--- src/rtl/cdb_issue_scheduler_pkg.sv ---
`default_nettype none
// ============================================================================
//  Module   : cdb_issue_scheduler_pkg
//  Purpose  : Shared types and default latencies for the CDB issue scheduler.
//             unit_id_e    - execution unit identifier (also the CDB mux code)
//             rsv_entry_t  - one CDB reservation slot {valid, unit}
//  Revision : 1.0 - initial release
// ============================================================================
package cdb_issue_scheduler_pkg;

    typedef enum logic [1:0] {
        UNIT_INT  = 2'd0,
        UNIT_MULT = 2'd1,
        UNIT_DIV  = 2'd2,
        UNIT_MEM  = 2'd3
    } unit_id_e;

    typedef struct packed {
        logic     valid;
        unit_id_e unit;
    } rsv_entry_t;

    localparam int NUM_UNITS     = 4;
    localparam int DEF_INT_LAT   = 1;
    localparam int DEF_MEM_LAT   = 1;
    localparam int DEF_MULT_LAT  = 4;
    localparam int DEF_DIV_LAT   = 7;
    localparam int DEF_RSV_DEPTH = 8;

    localparam rsv_entry_t RSV_INVALID = '{valid: 1'b0, unit: UNIT_INT};

endpackage : cdb_issue_scheduler_pkg
`default_nettype wire

--- src/rtl/cdb_issue_scheduler_rsv.sv ---
`default_nettype none
// ============================================================================
//  Module   : cdb_rsv_shift_reg
//  Purpose  : CDB reservation shift register. Entry k names the CDB owner k
//             cycles from now. Every cycle the array shifts toward entry 0;
//             each granted unit then books entry (LAT-1) of the shifted image.
//  Ports    : clk, rst (async, active-low)
//             grant_i      [NUM_UNITS]  per-unit grant, indexed by unit_id_e
//             slot_valid_o [RSV_DEPTH]  valid bit of every entry
//             head_o                    entry 0 (current CDB owner)
//  Revision : 1.0 - initial release
// ============================================================================
module cdb_rsv_shift_reg
    import cdb_issue_scheduler_pkg::*;
#(
    parameter int INT_LAT   = DEF_INT_LAT,
    parameter int MEM_LAT   = DEF_MEM_LAT,
    parameter int MULT_LAT  = DEF_MULT_LAT,
    parameter int DIV_LAT   = DEF_DIV_LAT,
    parameter int RSV_DEPTH = DEF_RSV_DEPTH
) (
    input  logic                 clk,
    input  logic                 rst,
    input  logic [NUM_UNITS-1:0] grant_i,
    output logic [RSV_DEPTH-1:0] slot_valid_o,
    output rsv_entry_t           head_o
);

    rsv_entry_t [RSV_DEPTH-1:0] rsv_q;
    rsv_entry_t [RSV_DEPTH-1:0] rsv_d;

    always_comb begin
        for (int k = 0; k < RSV_DEPTH - 1; k++) begin
            rsv_d[k] = rsv_q[k+1];
        end
        rsv_d[RSV_DEPTH-1] = RSV_INVALID;

        // Writes land in the already-shifted image, hence index LAT-1.
        // The picker guarantees that no two grants target the same entry.
        if (grant_i[UNIT_INT])  rsv_d[INT_LAT-1]  = '{valid: 1'b1, unit: UNIT_INT};
        if (grant_i[UNIT_MULT]) rsv_d[MULT_LAT-1] = '{valid: 1'b1, unit: UNIT_MULT};
        if (grant_i[UNIT_DIV])  rsv_d[DIV_LAT-1]  = '{valid: 1'b1, unit: UNIT_DIV};
        if (grant_i[UNIT_MEM])  rsv_d[MEM_LAT-1]  = '{valid: 1'b1, unit: UNIT_MEM};
    end

    always_ff @(posedge clk or negedge rst) begin
        if (!rst) begin
            rsv_q <= '0;
        end else begin
            rsv_q <= rsv_d;
        end
    end

    always_comb begin
        for (int k = 0; k < RSV_DEPTH; k++) begin
            slot_valid_o[k] = rsv_q[k].valid;
        end
    end

    assign head_o = rsv_q[0];

endmodule : cdb_rsv_shift_reg
`default_nettype wire

--- src/rtl/cdb_issue_scheduler.sv ---
`default_nettype none
// ============================================================================
//  Module   : cdb_issue_scheduler
//  Purpose  : Issue scheduler for int/mult/div/mem units. Grants ready queues
//             in rotating priority, books a future CDB slot per grant so no
//             two results collide, and drives the CDB mux select.
//  Ports    : clk, rst (async, active-low)
//             ready_{int,mult,div,mem}  queue has a ready instruction
//             div_busy                  divider occupied
//             issue_{int,mult,div,mem}  one-cycle grant pulses
//             cdb_sel[1:0], cdb_sel_valid  current CDB owner
//             (ISSUE_SCHED_STATS_EN) grant_cnt_{int,mult,div,mem}, stall_cnt
//  Options  : `define ISSUE_SCHED_STATS_EN adds 32-bit grant/stall counters.
//  Revision : 1.0 - initial release
// ============================================================================
module cdb_issue_scheduler
    import cdb_issue_scheduler_pkg::*;
#(
    parameter int INT_LAT   = DEF_INT_LAT,
    parameter int MEM_LAT   = DEF_MEM_LAT,
    parameter int MULT_LAT  = DEF_MULT_LAT,
    parameter int DIV_LAT   = DEF_DIV_LAT,
    parameter int RSV_DEPTH = DEF_RSV_DEPTH
) (
    input  logic        clk,
    input  logic        rst,
    input  logic        ready_int,
    input  logic        ready_mult,
    input  logic        ready_div,
    input  logic        ready_mem,
    input  logic        div_busy,
    output logic        issue_int,
    output logic        issue_mult,
    output logic        issue_div,
    output logic        issue_mem,
`ifdef ISSUE_SCHED_STATS_EN
    output logic [31:0] grant_cnt_int,
    output logic [31:0] grant_cnt_mult,
    output logic [31:0] grant_cnt_div,
    output logic [31:0] grant_cnt_mem,
    output logic [31:0] stall_cnt,
`endif
    output logic [1:0]  cdb_sel,
    output logic        cdb_sel_valid
);

    localparam int IDX_W = $clog2(RSV_DEPTH);

    // Slot L must exist for the grant-time check, and slot L-1 for the write.
    if (INT_LAT < 1 || MEM_LAT < 1 || MULT_LAT < 1 || DIV_LAT < 1 ||
        RSV_DEPTH <= INT_LAT || RSV_DEPTH <= MEM_LAT ||
        RSV_DEPTH <= MULT_LAT || RSV_DEPTH <= DIV_LAT) begin : g_cfg_check
        $error("cdb_issue_scheduler: RSV_DEPTH must exceed every latency, latencies must be >= 1");
    end

    function automatic logic [IDX_W-1:0] lat_of(input unit_id_e u);
        case (u)
            UNIT_INT:  lat_of = IDX_W'(INT_LAT);
            UNIT_MULT: lat_of = IDX_W'(MULT_LAT);
            UNIT_DIV:  lat_of = IDX_W'(DIV_LAT);
            default:   lat_of = IDX_W'(MEM_LAT);
        endcase
    endfunction

    logic [1:0]           ptr_q;
    logic [1:0]           ptr_d;
    logic [NUM_UNITS-1:0] req;
    logic [NUM_UNITS-1:0] grant;
    logic [RSV_DEPTH-1:0] slot_valid;
    logic [RSV_DEPTH-1:0] claimed;
    logic                 any_grant;
    unit_id_e             first_unit;
    unit_id_e             cand;
    logic [IDX_W-1:0]     cand_lat;
    rsv_entry_t           head;

    always_comb begin
        req            = '0;
        req[UNIT_INT]  = ready_int;
        req[UNIT_MULT] = ready_mult;
        req[UNIT_DIV]  = ready_div & ~div_busy;
        req[UNIT_MEM]  = ready_mem;
    end

    // Rotating scan from ptr_q. 'claimed' tracks slots booked by
    // higher-priority grants in this same cycle.
    always_comb begin
        grant      = '0;
        claimed    = '0;
        any_grant  = 1'b0;
        first_unit = UNIT_INT;
        cand       = UNIT_INT;
        cand_lat   = '0;
        for (int i = 0; i < NUM_UNITS; i++) begin
            cand     = unit_id_e'(ptr_q + 2'(i));
            cand_lat = lat_of(cand);
            // Grants are suppressed while reset is held so no pulse escapes.
            if (rst && req[cand] && !slot_valid[cand_lat] && !claimed[cand_lat]) begin
                grant[cand]       = 1'b1;
                claimed[cand_lat] = 1'b1;
                if (!any_grant) begin
                    first_unit = cand;
                    any_grant  = 1'b1;
                end
            end
        end
        ptr_d = any_grant ? (first_unit + 2'd1) : ptr_q;
    end

    always_ff @(posedge clk or negedge rst) begin
        if (!rst) begin
            ptr_q <= 2'd0;
        end else begin
            ptr_q <= ptr_d;
        end
    end

    cdb_rsv_shift_reg #(
        .INT_LAT   (INT_LAT),
        .MEM_LAT   (MEM_LAT),
        .MULT_LAT  (MULT_LAT),
        .DIV_LAT   (DIV_LAT),
        .RSV_DEPTH (RSV_DEPTH)
    ) u_rsv (
        .clk          (clk),
        .rst          (rst),
        .grant_i      (grant),
        .slot_valid_o (slot_valid),
        .head_o       (head)
    );

    assign issue_int     = grant[UNIT_INT];
    assign issue_mult    = grant[UNIT_MULT];
    assign issue_div     = grant[UNIT_DIV];
    assign issue_mem     = grant[UNIT_MEM];
    assign cdb_sel_valid = head.valid;
    assign cdb_sel       = head.valid ? head.unit : 2'd0;

`ifdef ISSUE_SCHED_STATS_EN
    logic [31:0] grant_cnt_int_q;
    logic [31:0] grant_cnt_mult_q;
    logic [31:0] grant_cnt_div_q;
    logic [31:0] grant_cnt_mem_q;
    logic [31:0] stall_cnt_q;
    logic        stall;

    // Raw ready is used: a div request blocked by div_busy still counts.
    assign stall = (ready_int | ready_mult | ready_div | ready_mem) & ~any_grant;

    always_ff @(posedge clk or negedge rst) begin
        if (!rst) begin
            grant_cnt_int_q  <= '0;
            grant_cnt_mult_q <= '0;
            grant_cnt_div_q  <= '0;
            grant_cnt_mem_q  <= '0;
            stall_cnt_q      <= '0;
        end else begin
            grant_cnt_int_q  <= grant_cnt_int_q  + 32'(grant[UNIT_INT]);
            grant_cnt_mult_q <= grant_cnt_mult_q + 32'(grant[UNIT_MULT]);
            grant_cnt_div_q  <= grant_cnt_div_q  + 32'(grant[UNIT_DIV]);
            grant_cnt_mem_q  <= grant_cnt_mem_q  + 32'(grant[UNIT_MEM]);
            stall_cnt_q      <= stall_cnt_q      + 32'(stall);
        end
    end

    assign grant_cnt_int  = grant_cnt_int_q;
    assign grant_cnt_mult = grant_cnt_mult_q;
    assign grant_cnt_div  = grant_cnt_div_q;
    assign grant_cnt_mem  = grant_cnt_mem_q;
    assign stall_cnt      = stall_cnt_q;
`endif

endmodule : cdb_issue_scheduler
`default_nettype wire
--- config.mk ---
export PLATFORM = sky130hd
export DESIGN_NAME = cdb_issue_scheduler
export DESIGN_NICKNAME = d
export VERILOG_FILES = /design/src/rtl/cdb_issue_scheduler_pkg.sv /design/src/rtl/cdb_issue_scheduler_rsv.sv /design/src/rtl/cdb_issue_scheduler.sv
export SDC_FILE = /design/constraint.sdc
export NUM_CORES = 1
export LEC_CHECK = 0
export CELL_PAD_IN_SITES_DETAIL_PLACEMENT = 0
export CELL_PAD_IN_SITES_GLOBAL_PLACEMENT = 1
export CORE_MARGIN = 5
export CORE_UTILIZATION = 48
export DETAILED_ROUTE_END_ITERATION = 16
export GPL_ROUTABILITY_DRIVEN = 1
export PLACE_DENSITY_LB_ADDON = 0.1
export SYNTH_ARGS = -nofsm -noshare
export SYNTH_HDL_FRONTEND = slang
export SYNTH_SLANG_ARGS = --single-unit
--- constraint.sdc ---
create_clock -name clk -period 6.4 [get_ports clk]
set_input_delay 1.6 -clock clk [delete_from_list [all_inputs] [get_ports clk]]
set_output_delay 1.6 -clock clk [all_outputs]
set_load 0.005 [all_outputs]
# Yosys cells after proc, flatten, opt, wreduce, memory -nomap -nowiden
# Memories as Yosys holds them, arrays and structs flattened.
# Cells that the tools add are included.
dict set report totals {
  mem_bits_ro 8
  word_cells 141
  mem_count 1
  reg_bits 23
  out_inout_bits 7
  inputBits 7
}
# memory depth width rd rd_ports_with_merged_regs write_ports line
set memory_table {}
lappend memory_table {{(no name shown)} 8 1 1 0 0 cdb_issue_scheduler.sv:98} ;# if (rst && req[cand] && !slot_valid[cand_lat] && !claimed[cand_lat]) begin
dict set report classes {
  add_sub_neg 4
  reduce_logical 27
  n_bitwise 7
  eq_ne 8
  mux 64
  magnitude_cmp 15
}
# operator n
set op_table {}
lappend op_table {{$mux W8} 3}
lappend op_table {{$pmux W3 S2} 4}
lappend op_table {{$mux W1} 23}
lappend op_table {{$bmux W1 S3} 7}
lappend op_table {{$logic_and A1 B1 Y1} 19}
lappend op_table {{$lt A3 B4 Y1 const B} 4}
lappend op_table {{$mux W2} 8}
lappend op_table {{$mux W4} 4}
lappend op_table {{$or A8 B8 Y8} 2}
lappend op_table {{$lt A2 B3 Y1 const B} 4}
lappend op_table {{$mux W3} 4}
lappend op_table {{$or A4 B4 Y4} 3}
lappend op_table {{$demux W1 S3} 3}
lappend op_table {{$ge A3 B1 Y1 const B} 3}
lappend op_table {{$bmux W1 S2} 4}
lappend op_table {{$demux W1 S2} 4}
lappend op_table {{$eq A2 B1 Y1 const B} 4}
lappend op_table {{$eq A2 B2 Y1 const B} 4}
lappend op_table {{$ge A2 B1 Y1 const B} 4}
lappend op_table {{$logic_not A1 Y1} 8}
lappend op_table {{$add A2 B1 Y2 const B} 2}
lappend op_table {{$add A2 B2 Y2 const B} 2}
lappend op_table {{$and A1 B1 Y1} 1}
lappend op_table {{$not A1 Y1} 1}

# Depth between registers and ports, before layout
# Gate-level depths: netlist of the first run.
dict set report logic_depth {
  ltp_word 25
  mapped_depth 14
  depth_no_buf 12
}

# Cells and area by module
# A second synthesis of the first run with hierarchy kept.
dict set report unflattened {
  hier_cells 184
  area_unflattened_um2 1721.7
}
# module area_per_inst_um2 seq_area_each_um2 n_inst cells_each
set by_module_without_submodules {}
lappend by_module_without_submodules {cdb_issue_scheduler 1222.4 50.0 1 151}
lappend by_module_without_submodules {cdb_rsv_shift_reg 499.2 375.4 1 33}

# Worst setup path after synthesis of the first run
# Ideal clock, no wire load.
dict set report synth_timing {
  path_type {input -> output}
  startpoint {input port div_busy}
  endpoint {output port issue_div}
  path_buffers 0
  required_ns 4.800
  setup_slack_ns 1.089
  t_arrival_ns 3.711
  path_stages 8
  cell_sequence {or3b_1 a221o_1 nor4_2 nor2_1 a211o_1 a41o_4 a21oi_2 o2111ai_1}
}
dict set report synth_between {
  elab_chain_len 23
  elab_cells_between_ends 43
  classes_between {mux: 21; bitwise: 7; reduce/logical: 15}
}
# item line
set synth_rtl {}
lappend synth_rtl {{from (decl)} cdb_issue_scheduler.sv:31} ;# input logic div_busy,
lappend synth_rtl {{$not A1 Y1 *} cdb_issue_scheduler.sv:81} ;# req[UNIT_DIV] = ready_div & ~div_busy;
lappend synth_rtl {{$and A1 B1 Y1 *} cdb_issue_scheduler.sv:81}
lappend synth_rtl {{$bmux W1 S2} cdb_issue_scheduler.sv:98}
lappend synth_rtl {{$mux W1 (implied by the code)} cdb_issue_scheduler.sv:98}
lappend synth_rtl {{$logic_and A1 B1 Y1 (3 in series)} cdb_issue_scheduler.sv:98}
lappend synth_rtl {{$mux W8} cdb_issue_scheduler.sv:98}
lappend synth_rtl {{$bmux W1 S3} cdb_issue_scheduler.sv:98}
lappend synth_rtl {{$mux W1 (implied by the code)} cdb_issue_scheduler.sv:98}
lappend synth_rtl {{[5 not listed]} --}
lappend synth_rtl {{$logic_not A1 Y1} cdb_issue_scheduler.sv:98}
lappend synth_rtl {{$logic_and A1 B1 Y1} cdb_issue_scheduler.sv:98}
lappend synth_rtl {{$mux W8} cdb_issue_scheduler.sv:98}
lappend synth_rtl {{$bmux W1 S3} cdb_issue_scheduler.sv:98}
lappend synth_rtl {{$mux W1 (implied by the code)} cdb_issue_scheduler.sv:98}
lappend synth_rtl {{$logic_not A1 Y1} cdb_issue_scheduler.sv:98}
lappend synth_rtl {{$logic_and A1 B1 Y1} cdb_issue_scheduler.sv:98}
lappend synth_rtl {{$mux W4 *} cdb_issue_scheduler.sv:98}
lappend synth_rtl {{to (decl)} cdb_issue_scheduler.sv:34} ;# output logic issue_div,
# Every way passes the cells marked *; elsewhere a longest branch is shown, timed or not. The select of a mux whose other input is x is not followed.

# Worst setup path after layout of the first run
dict set report layout_timing {
  startpoint {input port ready_div}
  endpoint {output port issue_mult}
}
dict set report layout_between {
  elab_chain_len 22
  elab_cells_between_ends 42
  classes_between {mux: 21; bitwise: 6; reduce/logical: 15}
}
# item line
set layout_rtl {}
lappend layout_rtl {{from (decl)} cdb_issue_scheduler.sv:29} ;# input logic ready_div,
lappend layout_rtl {{$and A1 B1 Y1 *} cdb_issue_scheduler.sv:81}
lappend layout_rtl {{$bmux W1 S2} cdb_issue_scheduler.sv:98}
lappend layout_rtl {{$mux W1 (implied by the code)} cdb_issue_scheduler.sv:98}
lappend layout_rtl {{$logic_and A1 B1 Y1 (3 in series)} cdb_issue_scheduler.sv:98}
lappend layout_rtl {{$mux W8} cdb_issue_scheduler.sv:98}
lappend layout_rtl {{$bmux W1 S3} cdb_issue_scheduler.sv:98}
lappend layout_rtl {{$mux W1 (implied by the code)} cdb_issue_scheduler.sv:98}
lappend layout_rtl {{$logic_not A1 Y1} cdb_issue_scheduler.sv:98}
lappend layout_rtl {{[4 not listed]} --}
lappend layout_rtl {{$logic_not A1 Y1} cdb_issue_scheduler.sv:98}
lappend layout_rtl {{$logic_and A1 B1 Y1} cdb_issue_scheduler.sv:98}
lappend layout_rtl {{$mux W8} cdb_issue_scheduler.sv:98}
lappend layout_rtl {{$bmux W1 S3} cdb_issue_scheduler.sv:98}
lappend layout_rtl {{$mux W1 (implied by the code)} cdb_issue_scheduler.sv:98}
lappend layout_rtl {{$logic_not A1 Y1} cdb_issue_scheduler.sv:98}
lappend layout_rtl {{$logic_and A1 B1 Y1} cdb_issue_scheduler.sv:98}
lappend layout_rtl {{$mux W4 *} cdb_issue_scheduler.sv:98}
lappend layout_rtl {{to (decl)} cdb_issue_scheduler.sv:33} ;# output logic issue_mult,
# Marked as above.

==> results.yml, run 1 <==
route:
  routed_wl_um: 3960
  drt-wirelength-per-cell_um: 17.3
  dr.pass1.iters: 4
  drt_iter0_drc: 87
  routed_via_density: 6.25
  drc: 0
  vias: 1431
  ant_nets: 0
placement:
  numPortBuffers: 13
  placed_area_um2: 1760
  gp_congestion: 0.890
  dp_hpwl_um: 3030
final_layout:
  final_common_cell: "dfrtp_1"
  n_antenna_cell: 0
  fillers: 264
  areaGrowthSynthToFinish_pct: 16.5
  nets: 202
  mostFrequentLayoutCells: "dfrtp_1, inv_1, clkdlybuf4s50_1"
  drive_gt1_frac: 0.200
  fin_area_um2: 1820
pwr:
  power_density_nw_per_um2: 550
  ir_drop_v: 0.000244
  switching_share: 0.495
  p_seq_frac: 0.177
  p_leak_nw: 0.751
  internal_power_w: 0.000504
  p_switching_w: 0.000495
  clkPwrFrac: 0.060
  p_comb_frac: 0.763
min_path:
  min_to: "u_rsv.rsv_d[4]"
  worstHoldPathCells: 0
  hold_path_class: "flip-flop to flip-flop"
  min_from: "u_rsv.rsv_d[7]"
synth:
  ys_async_sr_fraction: 1.00
  synth-seq-area-share: 0.273
  netlist_instances: 168
  synth_cell_type_count: 56
  syn_area_um2: 1560
  yosys_warnings: 0
  synth_top_area_share: 0.273
  synth_area_leaders: "dfrtp_1, ha_1, mux2i_1"
  avgSynthCellArea_um2: 9.28
  syn-num-nets: 184
  yosysTopAreaCell: "dfrtp_1"
  ys.flop_type: "dfrtp_1"
  synth-edff-count: 0
  ys_ff_latch: 17
grt:
  antenna_found_initial: 0
  grt_overflow: 0
  grt_pass1_wl_um: 6730
  grt_util_met3: 0.0506
  grt_busiest_layer: "met2"
  grt_max_degree: 21
  use_met1: 0.255
  gr-usage-met2: 0.313
  grt_pass1_vias: 1439
  grt_use_total: 0.197
critical_path:
  required_ps: 4800
  cp_max_fo: 8
  reg2reg_slack_ps: 2870
  critPathLaunchType: "primary input"
  end_kind: "primary output"
  cp_top_family: "simple AND/OR/NAND/NOR gates"
  crit_chain: "clkdlybuf4s50_1 > or3b_1 > a221o_1 > or3_4 > inv_6 > a221o_1 > o22ai_2 > and2_1 > o21ai_1 > nand2_1 > clkdlybuf4s50_1"
  path_class: "primary input to primary output"
  r2r_end: "u_rsv.head_o[1]"
  cp_slowest_cell: "clkdlybuf4s50_1"
  timing.rr.start: "ptr_q[1]"
  path_buf_inv: 3
  r2r_cells: 12
  cp_data_arrival_time_ps: 4710
  max_stage_delay_ps: 460
die:
  dieArea_um2: 4490
  core_um2: 3080
  start_util: 0.507
  rows: 20
  die_x_um: 67.0
  die_h_um: 67.0
  pin_count: 14
timing:
  fmax_mhz: 158
  rsz0062_at_grt: "true"
  finalCritPeriodShare: 0.987
  fin_skew_ps: 7.21
  min_period_ps: 6310
  setup_viol: 0
  hold_viol_final: 0
  slew_headroom: 0.568
  tns_ps: 0
  slew_violations: 0
  tightest_slew_ps: 649
clocking:
  cts_root_buffer: "clkbuf_4"
  cts.path.max_buffers: 2
  ctsHoldBuffers: 0
  path_clk_slew_ps: 100
  cts.sink_count: 17
  insertion_delay_ps: 300
  cts_tree: "built"
  cts_buffers: 3
  cts-htree-levels: 1
  post_cts_buffers: 0
run_status:
  status: "finished clean"
job:
  maxCapViolCount: 0
==> registers in the layout, summed over array words and instances (netlist names) <==
register	flops
u_rsv.rsv_q	3
u_rsv.head_o	3
ptr_q	2
u_rsv.slot_valid_o	3
u_rsv.rsv_d	6
==> final cells by class <==
class                           count  area [um2]  share of cell area
Multi-Input combinational cell    127        1040               0.574
Sequential cell                    17         425               0.234
Timing Repair Buffer               23         208               0.114
Inverter                           14        57.6              0.0317
Tap cell                           44        55.1              0.0303
Clock buffer                        3        22.5              0.0124
Clock inverter                      1        5.00             0.00275
==> stage by stage <==
step	utilization	hold WS [ps]	total power, W	instances	setup slack [ps]
final	0.590	359	0.000999	229	86.4
after global routing	0.590	359	0.00108	229	-62.7
after CTS	0.583	357	0.000977	229	3.02
after detailed placement	0.573	343	0.000912	225	5.25
after global placement	0.573	332	0.000910	225	67.8
after floorplan	-	331	0.000708	168	1090
==> kinds of logic (layout without fill, tap and decap cells) <==
| kind of cell | after synthesis | in the layout | share of synthesized area |
|---|---|---|---|
| flops | 17 | 17 | 0.273 |
| mux | 14 | 14 | 0.109 |
| simple gates | 48 | 48 | 0.168 |
| xor+xnor | 3 | 3 | 0.0169 |
| fa+ha+maj | 9 | 9 | 0.0722 |
| buf+inv | 24 | 41 | 0.0722 |
| compound gates | 53 | 53 | 0.289 |
==> power groups by stage <==
stage	clock, W	combinational (W)	sequential, W
after floorplan	0	0.000536	0.000172
final	0.0000594	0.000762	0.000177
after global placement	0	0.000733	0.000177
after global routing	0.0000657	0.000828	0.000183
after CTS	0.0000620	0.000737	0.000177
after detailed placement	0	0.000732	0.000179
==> what timing repair did <==
item | 4_1_cts | 5_1_grt
gates resized for setup | 1 | 5
gates cloned | 0 | 0
setup endpoints to repair | 1 | 3
pin swaps | 0 | 2
==> metal layers <==
| metal | part of all wire | routed length, um |
|---|---|---|
| met2 | 0.48 | 1880 |
| met1 | 0.44 | 1740 |
| met3 | 0.071 | 280 |
| met4 | 0.014 | 55 |
| met5 | 0 | 0 |
==> synth_stat cells (2+ instances only) <==
library cell and n:
dfrtp_1 17, inv_1 12, ha_1 9, mux2i_1 8, nand2_1 8, a21oi_1 7
nor2_1 7, nor3_1 6, a211oi_1 5, clkbuf_1 5, nand3_1 5, a221o_1 4
and2_1 4, mux2_2 4, and3_1 3, nor2b_1 3, o2111ai_1 3, o211ai_1 3
o21ai_0 3, o22ai_1 3, or3_1 3, a211o_1 2, a21boi_0 2, a21oi_2 2
a221oi_1 2, a31oi_1 2, buf_6 2, mux4_2 2, nand2b_1 2, nor3b_1 2
o221ai_1 2, xor2_1 2
==> worst reg2reg max path: stages (launching register included) <==
cell and delay (ps):
dfrtp_1 410, inv_1 170, ha_1 430, or2_2 360, o22ai_1 450, nor4_1 100
buf_4 160, a211o_1 320, a211o_1 280, a41o_4 300, a21oi_2 180, buf_4 140
o221ai_1 100
==> worst max-delay path by stage <==
stage / to / from / cells after the start
finish: issue_mult / ready_div / 11
global route: issue_mult / ready_div / 11
CTS: issue_div / ready_div / 10
detailed placement: issue_mult / ready_div / 10
global placement: issue_div / ready_div / 10
floorplan: issue_div / div_busy / 8
No activity file was read; power rests on OpenSTA's default activity.
==> run 2: changes to the inputs <==
--- a/config.mk
+++ b/config.mk
@@ -7,7 +7,7 @@
 export LEC_CHECK = 0
 export CELL_PAD_IN_SITES_DETAIL_PLACEMENT = 0
 export CELL_PAD_IN_SITES_GLOBAL_PLACEMENT = 1
-export CORE_MARGIN = 5
+export CORE_MARGIN = 4
 export CORE_UTILIZATION = 48
 export DETAILED_ROUTE_END_ITERATION = 16
 export GPL_ROUTABILITY_DRIVEN = 1
==> run 2 against run 1 <==
Effect of this change: clock skew down 2.5 ps; combinational power up 8.3%; global-route usage up 1.3 points; clock-buffer cell count up 1; routed wire length up 7.8%; first-iteration DRC count up 77%; total power up 6.0%; setup slack better by 6.9 ps; register-to-register slack about the same; non-clock buffer count up 5; worst hold slack worse by 5.0 ps; final cell count up 2.2%; largest cell class unchanged.
==> results.yml, run 2 (synthesis gave the netlist of run 1 again) <==
grt:
  grt_max_degree: 20
  grt_overflow: 0
  grt_pass1_vias: 1418
  grt_pass1_wl_um: 6860
  grt_use_total: 0.209
  antenna_found_initial: 0
run_status:
  status: "finished clean"
placement:
  dp_hpwl_um: 3220
  gp_congestion: 0.922
  dpl_worst_slack_ps: -28.1
  numPortBuffers: 13
clocking:
  cts-htree-levels: 1
  cts_root_buffer: "clkbuf_4"
  cts.sink_count: 17
  insertion_delay_ps: 290
  cts_buffers: 3
  ctsHoldBuffers: 0
  path_clk_slew_ps: 100
  cts.path.max_buffers: 2
  cts_tree: "built"
route:
  ant_nets: 0
  drt-wirelength-per-cell_um: 18.2
  vias: 1483
  dr.pass1.iters: 4
  drt_iter0_drc: 154
  routed_wl_um: 4260
  routed_via_density: 6.34
  drc: 0
timing:
  fmax_mhz: 159
  tns_ps: 0
  hold_viol_final: 0
  slew_violations: 0
  whs_ps: 354
  setup_viol: 0
  fin_skew_ps: 4.70
  tightest_slew_ps: 552
  min_period_ps: 6310
  layout_setup_ws_ps: 93.3
  finalCritPeriodShare: 0.985
  slew_headroom: 0.630
  rsz0062_at_grt: "false"
final_layout:
  largest_register_ffs: 6
  mostFrequentLayoutCells: "dfrtp_1, buf_4, clkdlybuf4s50_1"
  drive_gt1_frac: 0.253
  fillers: 277
  final_common_cell: "dfrtp_1"
  utilization: 0.617
  n_antenna_cell: 0
  areaGrowthSynthToFinish_pct: 21.8
  nets: 207
critical_path:
  required_ps: 4800
  r2r_cells: 12
  path_class: "primary input to primary output"
  critPathLaunchType: "primary input"
  end_kind: "primary output"
  cp_max_fo: 6
  cp_data_arrival_time_ps: 4710
min_path:
  hold_path_class: "flip-flop to flip-flop"
  worstHoldPathCells: 0
pwr:
  p_leak_nw: 0.768
  power_density_nw_per_um2: 558
  ir_drop_v: 0.000242
  power_w: 0.00106
die:
  rows: 20
  die_h_um: 65.0
  core_um2: 3080
  die_x_um: 65.0
  dieArea_um2: 4220
  start_util: 0.507
  pin_count: 14
job:
  maxCapViolCount: 0
==> run 2: what timing repair did <==
item / in CTS / in global routing
pin swaps: 0 / 5
setup endpoints to repair: 3 / 4
setup buffers: 0 / 2
gates resized for setup: 1 / 15
==> run 2: where the power goes <==
| group | total (W) | internal (W) | leakage [nW] | switching (W) |
|---|---|---|---|---|
| combinational | 0.000825 | 0.000361 | 0.535 | 0.000464 |
| sequential | 0.000176 | 0.000148 | 0.218 | 0.0000282 |
| clock | 0.0000586 | 0.0000242 | 0.0150 | 0.0000343 |
| total | 0.00106 | 0.000533 | 0.768 | 0.000527 |
==> run 2: path summary, 6_finish.rpt <==
path                                start               to  slack, ps
setup reg to reg                 ptr_q[1]  u_rsv.head_o[1]       2870
hold / removal             u_rsv.rsv_d[4]   u_rsv.rsv_q[4]        350
setup / recovery                ready_div        issue_int         90
min in group asynchronous             rst  u_rsv.rsv_d[16]       1820
max in group asynchronous             rst  u_rsv.rsv_q[13]       4380
hold reg to reg            u_rsv.rsv_d[4]   u_rsv.rsv_q[4]        350
==> run 2: per-stage QoR <==
step	cell area (um2)	instances
floorplan	1560	168
global placement	1790	228
detailed placement	1790	228
CTS	1820	232
global route	1900	234
finish	1900	234
==> run 2: worst max-delay path, stage by stage <==
cell and delay [ps]:
clkdlybuf4s50_1 470, or3b_4 390, a221o_1 440, or3_4 450, buf_4 180, o21ai_4 150, o22ai_2 110, a221oi_2 180
a21bo_2 270, clkdlybuf4s50_1 450
==> run 2: layout make-up <==
type | instances | area [um2] | area share
multi-input cells | 127 | 1090 | 0.575
repair buffers | 28 | 243 | 0.128
inverters | 14 | 57.6 | 0.0303
well taps | 44 | 55.1 | 0.0290
flip-flops and latches | 17 | 425 | 0.224
clock buffers | 4 | 26.3 | 0.0138
==> run 2: routing by layer <==
metal / GRT usage / wire length, um / up-vias
li1: - / - / 685
met1: 0.289 / 1900 / 740
met2: 0.336 / 2040 / 54
met3: 0.0329 / 275 / 4
met4: 0.0607 / 48 / 0
met5: 0 / 0 / -
==> run 3: changes to the inputs <==
--- a/config.mk
+++ b/config.mk
@@ -12,6 +12,7 @@
 export DETAILED_ROUTE_END_ITERATION = 16
 export GPL_ROUTABILITY_DRIVEN = 1
 export PLACE_DENSITY_LB_ADDON = 0.1
+export SKIP_LAST_GASP = 1
 export SYNTH_ARGS = -nofsm -noshare
 export SYNTH_HDL_FRONTEND = slang
 export SYNTH_SLANG_ARGS = --single-unit
==> results of run 3 <==
Final layout, timing and power as in run 2 (identical DEF).
